[src/rtl/if_pc_fetch.sv]
// PC register and instruction-fetch front end: single-outstanding SRAM-like fetch with
// a valid/ready hand-off of {pc, inst} to ID and squashing of stale fetches on redirect.
module if_pc_fetch #(
  parameter int unsigned     WORD     = 32,
  parameter logic [WORD-1:0] RESET_PC = 32'h1C000000
) (
  input  logic            clk,
  input  logic            rst,
  input  logic [WORD-1:0] nxt_pc,
  input  logic            redirect,
  output logic [WORD-1:0] pc_seq,
  output logic            inst_req,
  output logic [WORD-1:0] inst_addr,
  input  logic            inst_addr_ok,
  input  logic            inst_data_ok,
  input  logic [WORD-1:0] inst_rdata,
  output logic            id_valid,
  output logic [WORD-1:0] id_pc,
  output logic [WORD-1:0] id_inst,
  input  logic            id_ready
);

  typedef enum logic [2:0] {
    StIdle = 3'd0,
    StReq  = 3'd1,
    StWait = 3'd2,
    StHold = 3'd3,
    StDrop = 3'd4
  } state_e;

  state_e          state_q, state_d;
  logic [WORD-1:0] pc_q, pc_d;
  logic            id_valid_q, id_valid_d;
  logic [WORD-1:0] id_pc_q, id_pc_d;
  logic [WORD-1:0] id_inst_q, id_inst_d;
  logic [WORD-1:0] nxt_pc_aligned;

  // Instruction addresses are word aligned; the low bits of the select output are dropped.
  assign nxt_pc_aligned = {nxt_pc[WORD-1:2], 2'b00};
  assign pc_seq         = pc_q + WORD'(4);

  assign inst_req  = (state_q == StReq);
  assign inst_addr = pc_q;
  assign id_valid  = id_valid_q;
  assign id_pc     = id_pc_q;
  assign id_inst   = id_inst_q;

  always_comb begin
    state_d    = state_q;
    pc_d       = pc_q;
    id_valid_d = id_valid_q;
    id_pc_d    = id_pc_q;
    id_inst_d  = id_inst_q;

    unique case (state_q)
      StIdle: begin
        state_d = StReq;
        if (redirect) begin
          pc_d = nxt_pc_aligned;
        end
      end
      StReq: begin
        if (redirect) begin
          // A request accepted alongside a redirect still owes one response.
          state_d = inst_addr_ok ? StDrop : StReq;
        end else if (inst_addr_ok) begin
          state_d = StWait;
        end
      end
      StWait: begin
        if (redirect) begin
          state_d = inst_data_ok ? StReq : StDrop;
        end else if (inst_data_ok) begin
          id_inst_d  = inst_rdata;
          id_pc_d    = pc_q;
          id_valid_d = 1'b1;
          state_d    = StHold;
        end
      end
      StHold: begin
        if (redirect) begin
          state_d = StReq;
        end else if (id_ready) begin
          id_valid_d = 1'b0;
          pc_d       = nxt_pc_aligned;
          state_d    = StReq;
        end
      end
      StDrop: begin
        if (inst_data_ok) begin
          state_d = StReq;
        end
      end
      default: begin
        state_d = StIdle;
      end
    endcase

    // Redirect overrides every local decision once fetching has started.
    if (redirect && (state_q != StIdle)) begin
      pc_d       = nxt_pc_aligned;
      id_valid_d = 1'b0;
    end
  end

  always_ff @(posedge clk or posedge rst) begin
    if (rst) begin
      state_q    <= StIdle;
      pc_q       <= RESET_PC;
      id_valid_q <= 1'b0;
      id_pc_q    <= '0;
      id_inst_q  <= '0;
    end else begin
      state_q    <= state_d;
      pc_q       <= pc_d;
      id_valid_q <= id_valid_d;
      id_pc_q    <= id_pc_d;
      id_inst_q  <= id_inst_d;
    end
  end

endmodule

[config.mk]
export PLATFORM = sky130hd
export DESIGN_NAME = if_pc_fetch
export DESIGN_NICKNAME = d
export VERILOG_FILES = /design/src/rtl/if_pc_fetch.sv
export SDC_FILE = /design/constraint.sdc
export NUM_CORES = 1
export LEC_CHECK = 0
export CAP_MARGIN = 20
export CORE_UTILIZATION = 38
export DETAILED_ROUTE_END_ITERATION = 10
export GPL_TIMING_DRIVEN = 0
export PLACE_DENSITY = 0.78
export SLEW_MARGIN = 10
export SYNTH_ARGS = -nofsm -noshare
export SYNTH_HDL_FRONTEND = slang
export SYNTH_SLANG_ARGS = --single-unit
[constraint.sdc]
create_clock -name clk -period 3.32 [get_ports clk]
set_input_delay 0.664 -clock clk [delete_from_list [all_inputs] [get_ports clk]]
set_output_delay 0.664 -clock clk [all_outputs]
set_load 0.005 [all_outputs]
# Word-level counts from Yosys, hierarchy flattened
# Index checks and enable logic that the tools add are counted.
[classes] n_mux=21 bitwise_logic=1 n_shift=0 reduce_logical=9 div=0 eq_ne=13 mul=0 magnitude_cmp=0 add_sub_neg=1
[op_table] op="32-bit 2-to-1 mux" count=4
[op_table] op="32-bit one-hot mux with 2 select lines" count=1
[op_table] op="32-bit by 3-bit adder with 32-bit output (second input constant)" count=1
[op_table] op="3-bit 2-to-1 mux" count=9
[op_table] op="3-bit != test (second input constant)" count=7
[op_table] op="3-bit one-hot mux with 5 select lines" count=1
[op_table] op="3-bit nonzero test" count=3
[op_table] op="4-bit AND reduction" count=2
[op_table] op="3-bit by 2-bit equality test with 1-bit output (second input constant)" count=2
[op_table] op="1-bit 2-to-1 mux" count=5
[op_table] op="5-bit AND reduction" count=1
[op_table] op="3-bit by 1-bit equality test with 1-bit output (second input constant)" count=1
[op_table] op="3-bit equality test (second input constant)" count=1
[op_table] op="3-bit logical NOT" count=1
[op_table] op="3-bit by 2-bit != test with 1-bit output (second input constant)" count=1
[op_table] op="3-bit AND reduction" count=1
[op_table] op="2-bit != test (second input constant)" count=1
[op_table] op="1-bit one-hot mux with 2 select lines" count=1
[op_table] op="1-bit logical AND" count=1
[op_table] op="1-bit inverter" count=1
[totals] out_inout_bits=130 mem_bits_rw=0 mem_count=0 register_bits=100 latch_bits=0 rom_bits=0 elab_cells=50

# Depth between registers and ports, before layout
[logic_depth] ltp_word=4 ltp_mapped=6

# Worst setup path before layout
# OpenSTA, ideal clock, no wires.
[synth_timing] kind="reg2out" startpoint="register pc_q[2], in the netlist inst_addr[2]" endpoint="output pc_seq[18]" arrival_time_ns=1.534 path_stages_with_launch=7 path_slack_ns=1.122 path_buffers=1 path_cell_list="dfrtp_1 ha_1 and3_1 clkbuf_1 nand4_4 nor3_1 xor2_1"
[synth_via] elab_chain_len=1
[synth_lines] item="start, declared" line="32" source="logic [WORD-1:0] pc_q, pc_d;"
[synth_lines] item="start signal, assigned" line="115" source="pc_q <= pc_d;"
[synth_lines] item="32-bit by 3-bit adder with 32-bit output" line="40" source="assign pc_seq = pc_q + WORD'(4);"
[synth_lines] item="end, declared" line="11" source="output logic [WORD-1:0] pc_seq,"
# Every way passes these cells.

# Worst setup path in the final report
[layout_timing] startpoint="register pc_q[2], in the netlist inst_addr[2]" endpoint="output pc_seq[28]"
# Same word-level chain as after synthesis.

==> metrics.md <==
| Metric | Value |
|---|---|
| Result of the run | `complete, no violations` |
| Final core utilization | `61.4%` |
| Die span in y | `109 um` |
| Final slew viol count | `0` |
| Gpl congestion | `0.815` |
| Top fanout value on the critical path | `9` |
| Crit path capture type | `output pin` |
| End of the worst register-to-register path | `id_pc[20]` |
| Clock latency reported for the late side of the worst-skew pair | `~0.33 ns` |
| Sequence of cells on the critical path | `ha_1 > and3_2 > nand4_4 > nor4_2 > xor2_1 > clkdlybuf4s50_1` |
| Core area | `11,000 um^2` |
| Post-DRT Antenna Nets | `0` |
| Residual DRC | `0` |
| Number of cells on the worst reg-to-reg path | `5` |
| Leading cell type in the layout, fill and taps excluded | `clkdlybuf4s50_1` |
| Violation count after the first detailed-routing iteration | `128` |
| Synthesized area | `4330 um^2` |
| Longest Clk Path Bufs | `2` |
| Register-to-Register Setup Slack | `1.44 ns` |
| Destination of the worst hold path | `id_pc[14]` |
| Crit path launch type | `flop` |
| Hold Path Class | `flop to flop` |
| Worst Slack Setup Final | `roughly 0.18 ns` |
| Buffers inserted during post-CTS setup optimization | `0` |
| Largest net degree at the start of global routing | `between 50 and 60` |
| H-tree level count | `3` |
| CTS tree | `built` |
| Worst hold path startpoint | `id_pc[14]` |
| Portion of the post-synthesis area used by sequential elements | `55.6%` |
| Vias in the first global route | `about 3,300` |
| Growth of design area from synthesis to finish | `56.0%` |
| Aggregate global routing overflow | `0` |
| Total die area | `between 10,000 and 15,000 um^2` |
| Vias per Instance | `4.90` |
| Delay of the slowest critical-path stage | `between 0.5 and 0.6 ns` |
| Clock root cell | `clkbuf_16` |
| Total number of clock tree sinks | `96` |
| Critical path launch point | `inst_addr[2]` |
| Routed wirelength normalized by instance count | `roughly 16 um` |
| Shortest clock period the worst path allows after layout | `3.14 ns` |
| Number of instances in the synthesized netlist | `318` |
| Peak Freq | `between 300 and 400 MHz` |
| Wire length of the first global-routing pass | `16,800 um` |
| Count of placed standard cells in the final layout, fillers left out | `669` |
| Arrival time worst endpoint | `2.48 ns` |
| Yosys warning count | `0` |
| Half-perimeter wire length of the detailed placement result | `8040 um` |
| Clock-pin slew of the registers on the worst-case setup and hold paths | `0.06 ns` |
| Number of hold buffers added after cts | `0` |
| Dominant register cell in the synthesized netlist | `dfrtp_1` |
| Max rail drop VDD | `0.452 mV` |
| Post-CTS Resized | `0` |
| P per Cell Area | `between 600 and 700 nW/um^2` |
| Row count | `38` |
| Post-synthesis sequential element count | `96` |
| Total number of vias | `roughly 3,300` |
| Final #Nets | `595` |
| Cell type group with the largest total delay on the critical path | `simple AND/OR/NAND/NOR gates` |
| Category of the critical setup timing path | `flop to output pin` |
| Most frequent cells in the layout | `clkdlybuf4s50_1, dfrtp_1, mux2_2` |
| Initial antenna violation count | `0` |
| Cell leakage power | `2.89 nW` |
| Hold violation total from the final report | `0` |
| Worst hold slack across all endpoints | `slightly below 0.5 ns` |
| Distinct cells, synth | `34` |
| Launching point of the worst reg2reg path | `state_q[2]` |
| PortBufs | `190` |
| Total clock buffers created by CTS | `9` |
| Initial Util | `between 30% and 40%` |
| Unrepaired setup endpoints after global routing | `false` |
| Chip width | `between 100 and 150 um` |
| Final period utilization | `94.7%` |
| Final number of setup-violating endpoints | `0` |
| Mean instance size in the synthesized netlist | `13.6 um^2` |
| Count of pins on the block boundary | `200` |
| Share of flip-flops with an asynchronous set or reset | `100%` |
| Inst Count DP | `654` |
| Worst path bufs/invs | `1` |
| Max Cap Violations | `0` |
| Worst Hold Depth | `1` |
| Number of detailed-route iterations in the first pass | `4` |
| Antenna diodes | `0` |
| Worst setup slack before clock tree synthesis | `0.319 ns` |
| Critical-path top delay cell | `clkdlybuf4s50_1` |
| All-layer global routing usage | `18.6%` |
| Fraction of layout instances using a drive strength above 1 | `24.4%` |
| Post-Route WL | `10,500 um` |
| EDFF count, synth | `0` |
| CP required | `2.66 ns` |
| Post-route clock skew | `0.00857 ns` |
## cell type report
class	instances	area [um^2]
Sequential cell	96	2410
Clock inverter	3	40.0
Tap cell	140	175
Multi-Input combinational cell	197	1770
Buffer	19	130
Fill cell	901	4230
Timing Repair Buffer	191	1930
Inverter	10	40.0
Clock buffer	13	260
## kinds of logic after synthesis
family          after synthesis  share of synthesized area (%)
fa+ha+maj                     1                          0.289
xor+xnor                     28                           5.67
other cells                   1                         0.0867
mux                          92                           24.0
flops                        96                           55.6
buf+inv                      30                           3.96
compound gates               13                           1.94
simple gates                 57                           8.48
## per-layer routing
| layer | global-route usage (%) | vias to the layer above | wire length [um] | part of all wire [%] |
|---|---|---|---|---|
| li1 | - | 1512 | - | - |
| met1 | 23.5 | 1615 | 4330 | 41 |
| met2 | 30.8 | 133 | 5340 | 51 |
| met3 | 4.24 | 16 | 683 | 6.5 |
| met4 | 7.43 | 0 | 163 | 1.6 |
| met5 | 0 | - | 0 | 0 |
## worst max-delay path by stage
stage                       endpoint  slack (ns)  cells after the start
final                     pc_seq[28]        0.18                      6
after global routing      pc_seq[28]        0.01                      6
after floorplan           id_inst[0]        0.16                      1
after CTS                 pc_seq[28]        0.07                      6
after global placement     id_pc[15]       -1.27                      2
after detailed placement  pc_seq[28]        0.32                      7
## metrics by stage
step | instance area, um^2 | total power [W] | setup TNS, ns
3_5_place_dp | 6450 | 0.00350 | 0
2_1_floorplan | 4340 | 0.00238 | 0
6_report | 6750 | 0.00450 | 0
4_1_cts | 6750 | 0.00455 | 0
3_3_place_gp | 6420 | 0.00344 | -118.74
5_1_grt | 6750 | 0.00477 | 0
## worst reg2reg max path, cell delays in order (launching register included)
cell     delay (ns)
dfrtp_1        0.46
nor2_1         0.16
nand3_1        0.11
nor2_2         0.39
buf_4          0.29
mux2_2         0.35
## cell usage after synthesis, types with 2 or more instances
cell	instances	area share [%]
o21ai_0	6	0.69
inv_1	10	0.87
and4_1	5	1.0
nand4_4	3	1.5
mux2_2	85	22
dfrtp_1	93	54
xnor2_1	14	2.8
nor2_1	8	0.69
mux2_1	7	1.8
nand2_1	10	0.87
nand3_1	10	1.2
and3_1	2	0.29
dfstp_2	3	1.8
buf_4	12	2.1
xor2_1	14	2.8
nor3_1	10	1.2
buf_2	5	0.58
nor2b_1	3	0.43
nand4_1	2	0.29
clkbuf_1	2	0.17
## power by group
part / internal, W / switching [W]
clock network: 0.000623 / 0.000408
registers: 0.00156 / 0.000278
logic: 0.00115 / 0.000481
## flip-flops by register name, summed over array words and instances, names as in the netlist
signal	flops
inst_addr	30
id_valid	1
id_pc	30
id_inst	32
state_q	3
No activity file was read; power rests on OpenSTA's default activity.
